==> src/rtl/pipe_pkg.sv <==
// Shared definitions for the dual-issue pipeline register slice.
//   state_e     : occupancy state of a two-entry (MAIN + SKID) pipeline stage;
//                 the encoding doubles as the bundle count.
//   bundle_bits : stored width of one bundle, valid + tag + payload per lane.
package pipe_pkg;

    typedef enum logic [1:0] {
        ST_EMPTY = 2'd0,
        ST_ONE   = 2'd1,
        ST_TWO   = 2'd2
    } state_e;

    function automatic int unsigned bundle_bits(
        input int unsigned lanes,
        input int unsigned num_w,
        input int unsigned width
    );
        return lanes * (1 + num_w + width);
    endfunction

endpackage

==> src/rtl/pipe_bundle_entry.sv <==
// One bundle register (LANES slots of valid/tag/payload).
// Ports:
//   clk, rst   : clock, synchronous active-high reset (zeroes everything)
//   i_clear    : zero the whole entry (flush)
//   i_load     : capture i_valid/i_num/i_data
//   i_kill     : per-lane valid clear when not loading; tag/payload hold
//   o_valid, o_num, o_data : stored bundle
// Priority: rst/i_clear > i_load > i_kill.
module pipe_bundle_entry
    import pipe_pkg::*;
#(
    parameter int unsigned LANES = 2,
    parameter int unsigned WIDTH = 64,
    parameter int unsigned NUM_W = 1
) (
    input  logic                   clk,
    input  logic                   rst,
    input  logic                   i_clear,
    input  logic                   i_load,
    input  logic [LANES-1:0]       i_kill,
    input  logic [LANES-1:0]       i_valid,
    input  logic [LANES*NUM_W-1:0] i_num,
    input  logic [LANES*WIDTH-1:0] i_data,
    output logic [LANES-1:0]       o_valid,
    output logic [LANES*NUM_W-1:0] o_num,
    output logic [LANES*WIDTH-1:0] o_data
);

    localparam int unsigned BW = bundle_bits(LANES, NUM_W, WIDTH);

    // Layout, MSB first: {valid, tag, payload}
    logic [BW-1:0] r_bundle;

    always_ff @(posedge clk) begin
        if (rst || i_clear) begin
            r_bundle <= '0;
        end else if (i_load) begin
            r_bundle <= {i_valid, i_num, i_data};
        end else begin
            r_bundle[BW-1 -: LANES] <= r_bundle[BW-1 -: LANES] & ~i_kill;
        end
    end

    assign o_valid = r_bundle[BW-1 -: LANES];
    assign o_num   = r_bundle[LANES*WIDTH +: LANES*NUM_W];
    assign o_data  = r_bundle[LANES*WIDTH-1:0];

endmodule

==> src/rtl/dual_issue_pipe_reg.sv <==
// Dual-issue pipeline register with valid/ready handshake and a 2-entry skid
// buffer (MAIN drives the outputs, SKID catches the bundle accepted while MAIN
// is blocked), so in_ready is a pure register.
// Ports:
//   clk, rst                      : clock, synchronous active-high reset
//   in_valid/in_num/in_data       : incoming bundle (all-zero in_valid = bubble)
//   in_ready                      : registered, low only while both entries full
//   out_valid/out_num/out_data    : presented bundle (MAIN entry)
//   out_ready, stall              : downstream accept; stall masks out_ready
//   flush                         : drop both entries and any incoming bundle
//   kill_mask                     : clear selected lanes of MAIN
//   occupancy                     : bundles held (0..2)
//   stall_cnt                     : saturating count of cycles with valid
//                                   output that did not drain
module dual_issue_pipe_reg
    import pipe_pkg::*;
#(
    parameter int unsigned LANES = 2,
    parameter int unsigned WIDTH = 64,
    parameter int unsigned NUM_W = 1,
    parameter int unsigned CNT_W = 16
) (
    input  logic                   clk,
    input  logic                   rst,
    input  logic [LANES-1:0]       in_valid,
    input  logic [LANES*NUM_W-1:0] in_num,
    input  logic [LANES*WIDTH-1:0] in_data,
    output logic                   in_ready,
    output logic [LANES-1:0]       out_valid,
    output logic [LANES*NUM_W-1:0] out_num,
    output logic [LANES*WIDTH-1:0] out_data,
    input  logic                   out_ready,
    input  logic                   stall,
    input  logic                   flush,
    input  logic [LANES-1:0]       kill_mask,
    output logic [1:0]             occupancy,
    output logic [CNT_W-1:0]       stall_cnt
);

    state_e                 r_state;
    state_e                 w_state_nxt;
    logic                   r_in_ready;
    logic [CNT_W-1:0]       r_stall_cnt;

    logic [LANES-1:0]       w_main_valid;
    logic [LANES*NUM_W-1:0] w_main_num;
    logic [LANES*WIDTH-1:0] w_main_data;
    logic [LANES-1:0]       w_skid_valid;
    logic [LANES*NUM_W-1:0] w_skid_num;
    logic [LANES*WIDTH-1:0] w_skid_data;

    logic                   w_accept;
    logic                   w_drain;
    logic                   w_kill_empty;
    logic                   w_leave;
    logic                   w_main_load;
    logic                   w_main_from_skid;
    logic                   w_skid_load;
    logic                   w_skid_drop;
    logic [LANES-1:0]       w_main_kill;
    logic [LANES-1:0]       w_skid_kill;
    logic [LANES-1:0]       w_main_in_valid;
    logic [LANES*NUM_W-1:0] w_main_in_num;
    logic [LANES*WIDTH-1:0] w_main_in_data;

    assign w_accept = r_in_ready & (|in_valid);
    assign w_drain  = (|w_main_valid) & out_ready & ~stall;

    // A kill that removes every remaining lane of MAIN frees it just like a
    // drain, so both paths share the same state transitions.
    assign w_kill_empty = (|w_main_valid) & ~w_drain
                        & ((w_main_valid & ~kill_mask) == '0);
    assign w_leave      = w_drain | w_kill_empty;

    // When MAIN leaves without being reloaded, only its valid bits drop; the
    // tag/payload hold their last values. Any load overrides this kill.
    assign w_main_kill = w_leave ? '1 : kill_mask;
    assign w_skid_kill = w_skid_drop ? '1 : '0;

    always_comb begin
        w_state_nxt      = r_state;
        w_main_load      = 1'b0;
        w_main_from_skid = 1'b0;
        w_skid_load      = 1'b0;
        w_skid_drop      = 1'b0;
        if (flush) begin
            w_state_nxt = ST_EMPTY;
        end else begin
            case (r_state)
                ST_EMPTY: begin
                    if (w_accept) begin
                        w_state_nxt = ST_ONE;
                        w_main_load = 1'b1;
                    end
                end
                ST_ONE: begin
                    if (w_accept && w_leave) begin
                        w_main_load = 1'b1;
                    end else if (w_accept) begin
                        w_state_nxt = ST_TWO;
                        w_skid_load = 1'b1;
                    end else if (w_leave) begin
                        w_state_nxt = ST_EMPTY;
                    end
                end
                ST_TWO: begin
                    if (w_leave) begin
                        w_state_nxt      = ST_ONE;
                        w_main_load      = 1'b1;
                        w_main_from_skid = 1'b1;
                        w_skid_drop      = 1'b1;
                    end
                end
                default: w_state_nxt = ST_EMPTY;
            endcase
        end
    end

    assign w_main_in_valid = w_main_from_skid ? w_skid_valid : in_valid;
    assign w_main_in_num   = w_main_from_skid ? w_skid_num   : in_num;
    assign w_main_in_data  = w_main_from_skid ? w_skid_data  : in_data;

    pipe_bundle_entry #(
        .LANES (LANES),
        .WIDTH (WIDTH),
        .NUM_W (NUM_W)
    ) u_main (
        .clk     (clk),
        .rst     (rst),
        .i_clear (flush),
        .i_load  (w_main_load),
        .i_kill  (w_main_kill),
        .i_valid (w_main_in_valid),
        .i_num   (w_main_in_num),
        .i_data  (w_main_in_data),
        .o_valid (w_main_valid),
        .o_num   (w_main_num),
        .o_data  (w_main_data)
    );

    pipe_bundle_entry #(
        .LANES (LANES),
        .WIDTH (WIDTH),
        .NUM_W (NUM_W)
    ) u_skid (
        .clk     (clk),
        .rst     (rst),
        .i_clear (flush),
        .i_load  (w_skid_load),
        .i_kill  (w_skid_kill),
        .i_valid (in_valid),
        .i_num   (in_num),
        .i_data  (in_data),
        .o_valid (w_skid_valid),
        .o_num   (w_skid_num),
        .o_data  (w_skid_data)
    );

    always_ff @(posedge clk) begin
        if (rst) begin
            r_state    <= ST_EMPTY;
            r_in_ready <= 1'b1;
        end else begin
            r_state    <= w_state_nxt;
            r_in_ready <= (w_state_nxt != ST_TWO);
        end
    end

    // Counts regardless of flush; only reset clears it.
    always_ff @(posedge clk) begin
        if (rst) begin
            r_stall_cnt <= '0;
        end else if ((|w_main_valid) && !w_drain && (r_stall_cnt != '1)) begin
            r_stall_cnt <= r_stall_cnt + 1'b1;
        end
    end

    assign in_ready  = r_in_ready;
    assign out_valid = w_main_valid;
    assign out_num   = w_main_num;
    assign out_data  = w_main_data;
    assign occupancy = r_state;
    assign stall_cnt = r_stall_cnt;

endmodule

==> config.mk <==
export PLATFORM = sky130hd
export DESIGN_NAME = dual_issue_pipe_reg
export DESIGN_NICKNAME = d
export VERILOG_FILES = /design/src/rtl/pipe_pkg.sv /design/src/rtl/pipe_bundle_entry.sv /design/src/rtl/dual_issue_pipe_reg.sv
export SDC_FILE = /design/constraint.sdc
export NUM_CORES = 1
export LEC_CHECK = 0
export BUFFER_PORTS_ARGS = -buffer_cell sky130_fd_sc_hd__buf_2
export CORE_MARGIN = 2
export CORE_UTILIZATION = 56
export DETAILED_ROUTE_END_ITERATION = 8
export GPL_ROUTABILITY_DRIVEN = 0
export PLACE_DENSITY = 0.82
export SLEW_MARGIN = 25
export SYNTH_ARGS = -nofsm -noshare
export SYNTH_HDL_FRONTEND = slang
export SYNTH_SLANG_ARGS = --single-unit
export TNS_END_PERCENT = 20
==> constraint.sdc <==
create_clock -name clk -period 3.8 [get_ports clk]
set_input_delay 0.38 -clock clk [delete_from_list [all_inputs] [get_ports clk]]
set_output_delay 0.38 -clock clk [all_outputs]
set_load 0.01 [all_outputs]
==> results of run 1 <==
per-layer routing:
layer | global-route usage | vias up | routed length (µm)
li1 | - | 4494 | -
met2 | 0.456 | 333 | 13700
met1 | 0.317 | 4368 | 11400
met5 | 0 | - | 0
met3 | 0.0563 | 46 | 2190
met4 | 0.0743 | 0 | 561
synthesized netlist by cell type, types with 2 or more instances:
cell,number
nand4_1,3
nand2_1,266
clkbuf_1,52
o2bb2ai_1,130
buf_6,7
and3_1,3
a21o_1,2
buf_1,2
xnor2_1,12
nor3_1,3
o31ai_1,2
mux2i_1,133
xor2_1,2
nor4_1,3
a211oi_1,5
buf_2,30
inv_1,3
or4_1,2
nand3_1,10
a21oi_1,138
or2_2,3
nand2b_1,6
dfxtp_1,283
nor2_1,22
o21a_1,2
and4_1,2
worst register-to-register path, stage by stage (launching register included):
cell,delay [ns]
dfxtp_1,0.34
nor2_1,0.43
o32ai_2,0.26
nor3_2,0.31
buf_4,0.64
o2bb2ai_1,0.25
how the worst min path moves through the flow:
stage                                    start                    to  slack, ns  depth (start not counted)
after floorplan             u_skid.r_bundle[0]    u_skid.r_bundle[0]       0.44                          2
after global placement    u_main.r_bundle[127]  u_main.r_bundle[127]       0.44                          1
after detailed placement   u_main.r_bundle[21]   u_main.r_bundle[21]       0.44                          1
after CTS                          in_data[36]   u_skid.r_bundle[36]       0.09                          3
after global routing               in_data[85]   u_skid.r_bundle[85]       0.09                          3
final                              in_data[86]   u_skid.r_bundle[86]       0.10                          3
cell families (layout without fill, tap and decap cells):
| group | after synthesis | count (layout) | share of synthesized area |
|---|---|---|---|
| compound gates | 286 | 286 | 0.181 |
| xor+xnor | 14 | 14 | 0.0113 |
| fa+ha+maj | 1 | 1 | 0.00115 |
| buf+inv | 94 | 355 | 0.0407 |
| flops | 283 | 283 | 0.520 |
| mux | 133 | 133 | 0.122 |
| other cells | 0 | 5 | 0 |
| simple gates | 328 | 328 | 0.123 |
cell type report:
cell class                      instances  area [µm²]  area share
Sequential cell                       283        5670       0.424
Multi-Input combinational cell        762        4820       0.361
Timing Repair Buffer                  304        1630       0.122
Clock buffer                           42         822      0.0616
Tap cell                              260         325      0.0244
Clock inverter                          6        58.8     0.00440
Antenna cell                            5        12.5    0.000937
Inverter                                3        11.3    0.000843
metrics by stage:
stage	utilization	power (W)	hold WS [ns]	worst slack, ns	area [µm²]
after floorplan	-	0.00350	0.436	1.91	10900
after global placement	0.659	0.00376	0.438	1.23	12500
after detailed placement	0.659	0.00377	0.441	1.25	12500
after CTS	0.706	0.00639	0.0853	1.52	13300
after global routing	0.707	0.00657	0.0895	1.31	13400
final	0.707	0.00635	0.102	1.50	13400
power groups by stage:
stage / clock network [W] / registers (W) / logic (W)
global route: 0.00280 / 0.00314 / 0.000631
floorplan: 0 / 0.00322 / 0.000274
global placement: 0 / 0.00319 / 0.000563
finish: 0.00264 / 0.00313 / 0.000574
CTS: 0.00268 / 0.00313 / 0.000578
detailed placement: 0 / 0.00320 / 0.000575
state kept, by name, indices dropped and copies added, names as in the netlist:
name / count
u_skid.r_bundle: 132
stall_cnt: 16
u_main.r_bundle: 132
occupancy: 2
in_ready: 1
==> impl_metrics.json, run 1 <==
{
  "r2r_slack_ns": 1.50,
  "drc": 0,
  "cts_resized": 0,
  "arrival_ns": 2.74,
  "timing.rr.start": "u_main.r_bundle[131]",
  "drive_gt1_frac": 0.256,
  "nNetsFinal": 1521,
  "postRouteAntennaNets": 0,
  "rows": 50,
  "seqPwrFrac": 0.494,
  "syn_avg_cell_area_um2": 9.56,
  "fmax_mhz": 435,
  "final_common_cell": "buf_2",
  "clk_path_buf_depth": 3,
  "cts-hold-fix-buffers": 0,
  "cap_viol_max_count": 0,
  "numCtsBuffers": 27,
  "vias": 9241,
  "synthArstFlopShare": 0,
  "grt_pass1_vias": 8831,
  "cts.sinks": 283,
  "fill_cells": 1458,
  "synth_cells": 1139,
  "cp.required_ns": 4.24,
  "post_cts_buffers": 0,
  "p_clk_frac": 0.416,
  "ir_drop_mv": 0.328,
  "worst-path-stages": 5,
  "post-route-min-period_ns": 2.30,
  "area_growth_pct": 22.6,
  "clock_latency_ns": 0.52,
  "endpoint_kind": "flip-flop",
  "ys.flop_type": "dfxtp_1",
  "hold_viol": 0,
  "io_pins": 290,
  "internal-power_w": 0.00483,
  "worstPathMaxFanout": 64,
  "power.density_nw_per_um2": 475,
  "drt-pass1-iter-count": 6,
  "synth_edf_count": 0,
  "coreArea_um2": 18900,
  "syn_nets": 1279,
  "path_clk_slew_ns": 0.06,
  "power_switching_share": 0.238,
  "r2r-end": "u_main.r_bundle[5]",
  "crit_start": "u_main.r_bundle[131]",
  "slowest_stage": "buf_4",
  "initial_core_util": 0.576,
  "cp-start-kind": "flip-flop",
  "final.setup.tns_ns": 0,
  "path_buf_inv": 1,
  "drv_slew": 0,
  "cts-root-buf": "clkbuf_16",
  "synth_top_cell_area_share": 0.520,
  "setup_viol": 0,
  "power_leakage_nw": 6.16,
  "synth_area_leaders": "dfxtp_1 52%, mux2i_1 12%, o2bb2ai_1 10%",
  "drt_iter0_markers": 480,
  "finClkSkew_ns": 0.00932,
  "antenna_found_initial": 5,
  "htreeDepth": 1,
  "r2r_cells": 5,
  "ys_seq_area_frac": 0.520,
  "dp_hpwl_um": 18100,
  "hp-class": "in -> reg",
  "synth_top_area_cell": "dfxtp_1",
  "grt_first_pass_wirelength_um": 43800,
  "cts_tree": "built",
  "grt_overflow": 0,
  "grt_usage": 0.258,
  "port_buffers": 289,
  "rsz0062_at_grt": "false",
  "finalWirelength_um": 27800,
  "crit_type": "reg -> reg",
  "synth_cell_types": 39,
  "outcome": "completed",
  "yosys_register_bits": 283,
  "fin_crit_sh": 0.605,
  "worstMarginPinSlew_ns": 0.841,
  "grt_max_degree": 88,
  "die_h_um": 143,
  "maxSlewHeadroom": 0.439,
  "synth.cell_area_um2": 10900,
  "place_inst": 1612,
  "critical_path.cell_chain": "nor2_1 -> o32ai_2 -> nor3_2 -> buf_4 -> o2bb2ai_1",
  "comb_power_share": 0.090,
  "critPathCapture": "u_main.r_bundle[5]",
  "synth_warnings": 0,
  "vias_per_cell": 5.55,
  "critPathMaxStageDelay_ns": 0.64,
  "fp.dieW_um": 143,
  "p_switching_w": 0.00151,
  "crit_family": "simple AND/OR/NAND/NOR gates",
  "final_cell_mix": "289 x buf_2, 283 x dfxtp_1, 266 x nand2_1",
  "final_cells": 1665,
  "drt-wirelength-per-cell_um": 16.7,
  "dieArea_um2": 20600
}
Note: power is estimated with default switching activity, not from simulation.
==> inputs of run 2 (changes only) <==
--- a/config.mk
+++ b/config.mk
@@ -5,12 +5,13 @@
 export SDC_FILE = /design/constraint.sdc
 export NUM_CORES = 1
 export LEC_CHECK = 0
+export ABC_AREA = 1
 export BUFFER_PORTS_ARGS = -buffer_cell sky130_fd_sc_hd__buf_2
 export CORE_MARGIN = 2
-export CORE_UTILIZATION = 56
+export CORE_UTILIZATION = 49
 export DETAILED_ROUTE_END_ITERATION = 8
 export GPL_ROUTABILITY_DRIVEN = 0
-export PLACE_DENSITY = 0.82
+export PLACE_DENSITY = 0.74
 export SLEW_MARGIN = 25
 export SYNTH_ARGS = -nofsm -noshare
 export SYNTH_HDL_FRONTEND = slang
==> constraint.sdc (replaced) <==
create_clock -name clk -period 2 [get_ports clk]
set_input_delay 0.2 -clock clk [delete_from_list [all_inputs] [get_ports clk]]
set_output_delay 0.2 -clock clk [all_outputs]
set_load 0.01 [all_outputs]
==> run 2 against run 1 <==
  * Power is 110% higher
  * Non-clock buffer count grew 147
  * First-iteration DRC count rose to 2.6 times the previous value
  * Critical endpoint is now u_main.r_bundle[92]
==> impl_metrics.json, run 2 <==
{
  "outcome": "completed",
  "rsz0062_at_grt": "true",
  "ys.flop_type": "dfxtp_1",
  "power.density_nw_per_um2": 775,
  "area_growth_pct": 29.8,
  "drt-pass1-iter-count": 5,
  "fin_crit_sh": 0.941,
  "worstPathMaxFanout": 71,
  "top_layer": "met4",
  "synth_top_cell_area_share": 0.431,
  "nNetsFinal": 2523,
  "seq_area_um2": 5670,
  "path_clk_slew_ns": 0.06,
  "htreeDepth": 1,
  "vias_per_cell": 5.12,
  "cap_viol_max_count": 0,
  "clock_latency_ns": 0.55,
  "final_core_util": 0.651,
  "grt_first_pass_wirelength_um": 63400,
  "rows": 59,
  "io_pins": 290,
  "fmax_mhz": 531,
  "yosysMostFrequentCell": "nand2_1",
  "postRouteAntennaNets": 0,
  "synth_area_leaders": "dfxtp_1 43%, nand2_1 24%, nor2_1 8.1%",
  "slowest_stage": "dfxtp_1",
  "yosys_register_bits": 283,
  "finClkSkew_ns": 0.00954,
  "drt-wirelength-per-cell_um": 14.2,
  "multiInputGateArea_um2": 6190,
  "comb_power_share": 0.137,
  "hold_viol": 0,
  "numCtsBuffers": 30,
  "arrival_ns": 2.32,
  "grt_pass1_vias": 12900,
  "die_h_um": 168,
  "grt_max_degree": 111,
  "synthArstFlopShare": 0,
  "p_clk_frac": 0.417,
  "dieArea_um2": 28100,
  "initial_core_util": 0.501,
  "synth_warnings": 0,
  "drc": 0,
  "cp.required_ns": 2.43,
  "grt_overflow": 0,
  "hp-start": "kill_mask[1]",
  "r2r-end": "u_main.r_bundle[92]",
  "r2r_cells": 9,
  "synth_edf_count": 0,
  "grt_usage": 0.267,
  "power_leakage_nw": 8.10,
  "coreArea_um2": 26200,
  "maxSlewHeadroom": 0.584,
  "place_ws_ns": 0.163,
  "final_cell_mix": "852 x nand2_1, 289 x buf_2, 283 x nor2_1, 283 x dfxtp_1, 149 x inv_1",
  "post-route-min-period_ns": 1.88,
  "p_switching_w": 0.00346,
  "final_common_cell": "nand2_1",
  "wl_met1_um": 16800,
  "min_to": "u_main.r_bundle[131]",
  "fill_cells": 2321,
  "cts.sinks": 283,
  "endpoint_kind": "flip-flop",
  "dp_hpwl_um": 22500,
  "cts-root-buf": "clkbuf_16",
  "min_path_cells": 6,
  "seqPwrFrac": 0.446,
  "critical_path.cell_chain": "inv_2 -> nor2_4 -> buf_12 -> nand4_4 -> buf_12 -> nand2_1 -> nand2_1 -> nor2_1 -> nor2_1",
  "synth_top_area_cell": "dfxtp_1",
  "port_buffers": 289,
  "r2r_slack_ns": 0.12,
  "crit_type": "reg -> reg",
  "internal-power_w": 0.00976,
  "critPathMaxStageDelay_ns": 0.38,
  "fp.dieW_um": 168,
  "met2_length_um": 17900,
  "clk_path_buf_depth": 3,
  "drive_gt1_frac": 0.160,
  "cp-start-kind": "flip-flop",
  "ir_drop_mv": 0.489,
  "drt_iter0_markers": 1232,
  "drv_slew": 0,
  "synth_cells": 2045,
  "post_cts_buffers": 0,
  "synth_cell_types": 24,
  "wl_met3_um": 2890,
  "hp-class": "in -> reg",
  "setup_viol": 0,
  "netlist_top_cells_count": "853 x nand2_1, 283 x dfxtp_1, 283 x nor2_1",
  "worstMarginPinSlew_ns": 0.624,
  "syn_avg_cell_area_um2": 6.42,
  "finalWirelength_um": 38900,
  "timing.rr.start": "occupancy[1]",
  "vias": 14000,
  "ys_seq_area_frac": 0.431,
  "synth.cell_area_um2": 13100,
  "cts_tree": "built",
  "syn_nets": 2185,
  "power_switching_share": 0.262,
  "antenna_found_initial": 1,
  "setup_ws_ns": 0.117
}
## run 2: cell count changes after synthesis, moves of 7 or more
| cell | before | now |
|---|---|---|
| mux2i_1 | 133 | 0 |
| xnor2_1 | 12 | 2 |
| buf_1 | 2 | 12 |
| inv_1 | 3 | 150 |
| nor2_1 | 22 | 283 |
| o2bb2ai_1 | 130 | 0 |
| a21oi_1 | 138 | 145 |
| nand2_1 | 266 | 853 |
| buf_2 | 30 | 53 |
| buf_4 | 0 | 14 |
| nand4_1 | 3 | 136 |
## run 2: stage by stage
step	TNS [ns]	cell area [µm²]	power, W	cells	hold WS, ns
final	0	17000	0.0132	2740	0.0590
after global routing	-0.00835	17000	0.0137	2740	0.0714
after CTS	0	17000	0.0133	2739	0.0248
after detailed placement	0	14700	0.00758	2554	0.456
after global placement	0	14700	0.00756	2554	0.452
after floorplan	0	13100	0.00701	2045	0.335
## run 2: worst max-delay path, delay by kind of cell (launching register included)
family	cells	cell delay (ns)
flops	1	0.38
simple gates	6	0.66
buf+inv	3	0.64
## run 2: cell families after synthesis
family                     count (synthesis)  synth area share
adders and majority gates                  1          0.000953
DFF                                      283             0.431
AOI/OAI and AO/OA                        152            0.0584
buffers and inverters                    301             0.101
and+or+nand+nor                         1299             0.402
xor gates and xnor gates                   9           0.00600
## run 2: layout make-up
class	instances	share of cell area
Sequential cell	283	0.332
Timing Repair Buffer	451	0.188
Clock buffer	45	0.0533
Inverter	156	0.0348
Tap cell	335	0.0246
Clock inverter	8	0.00426
Antenna cell	1	0.000147
Multi-Input combinational cell	1461	0.363
## run 2: what timing repair did
action                                  4_1_cts  5_1_grt
endpoints found under the setup margin        0       12
endpoints found under the hold margin       215        0
gates resized for setup                       0        3
hold buffers                                132        0
## run 2: power by group through the flow
stage               sequential, W  clock (W)  combinational [W]
CTS                       0.00589    0.00560            0.00179
detailed placement        0.00601          0            0.00157
floorplan                 0.00606          0           0.000944
global placement          0.00601          0            0.00156
global route              0.00590    0.00582            0.00201
finish                    0.00589    0.00551            0.00181
## run 2: per-layer routing
metal,GRT usage,vias up
li1,-,7021
met2,0.443,584
met3,0.0407,97
met4,0.0922,0
met1,0.356,6328
met5,0,-
## run 2: worst max path at each step
stage,start,to,slack (ns)
2_1_floorplan,stall_cnt[0],stall_cnt[1],0.28
3_3_place_gp,kill_mask[0],u_main.r_bundle[68],0.21
3_5_place_dp,kill_mask[0],u_main.r_bundle[33],0.16
4_1_cts,u_main.r_bundle[131],u_main.r_bundle[39],0.15
5_1_grt,occupancy[1],u_main.r_bundle[92],-0.008
6_report,occupancy[1],u_main.r_bundle[92],0.12
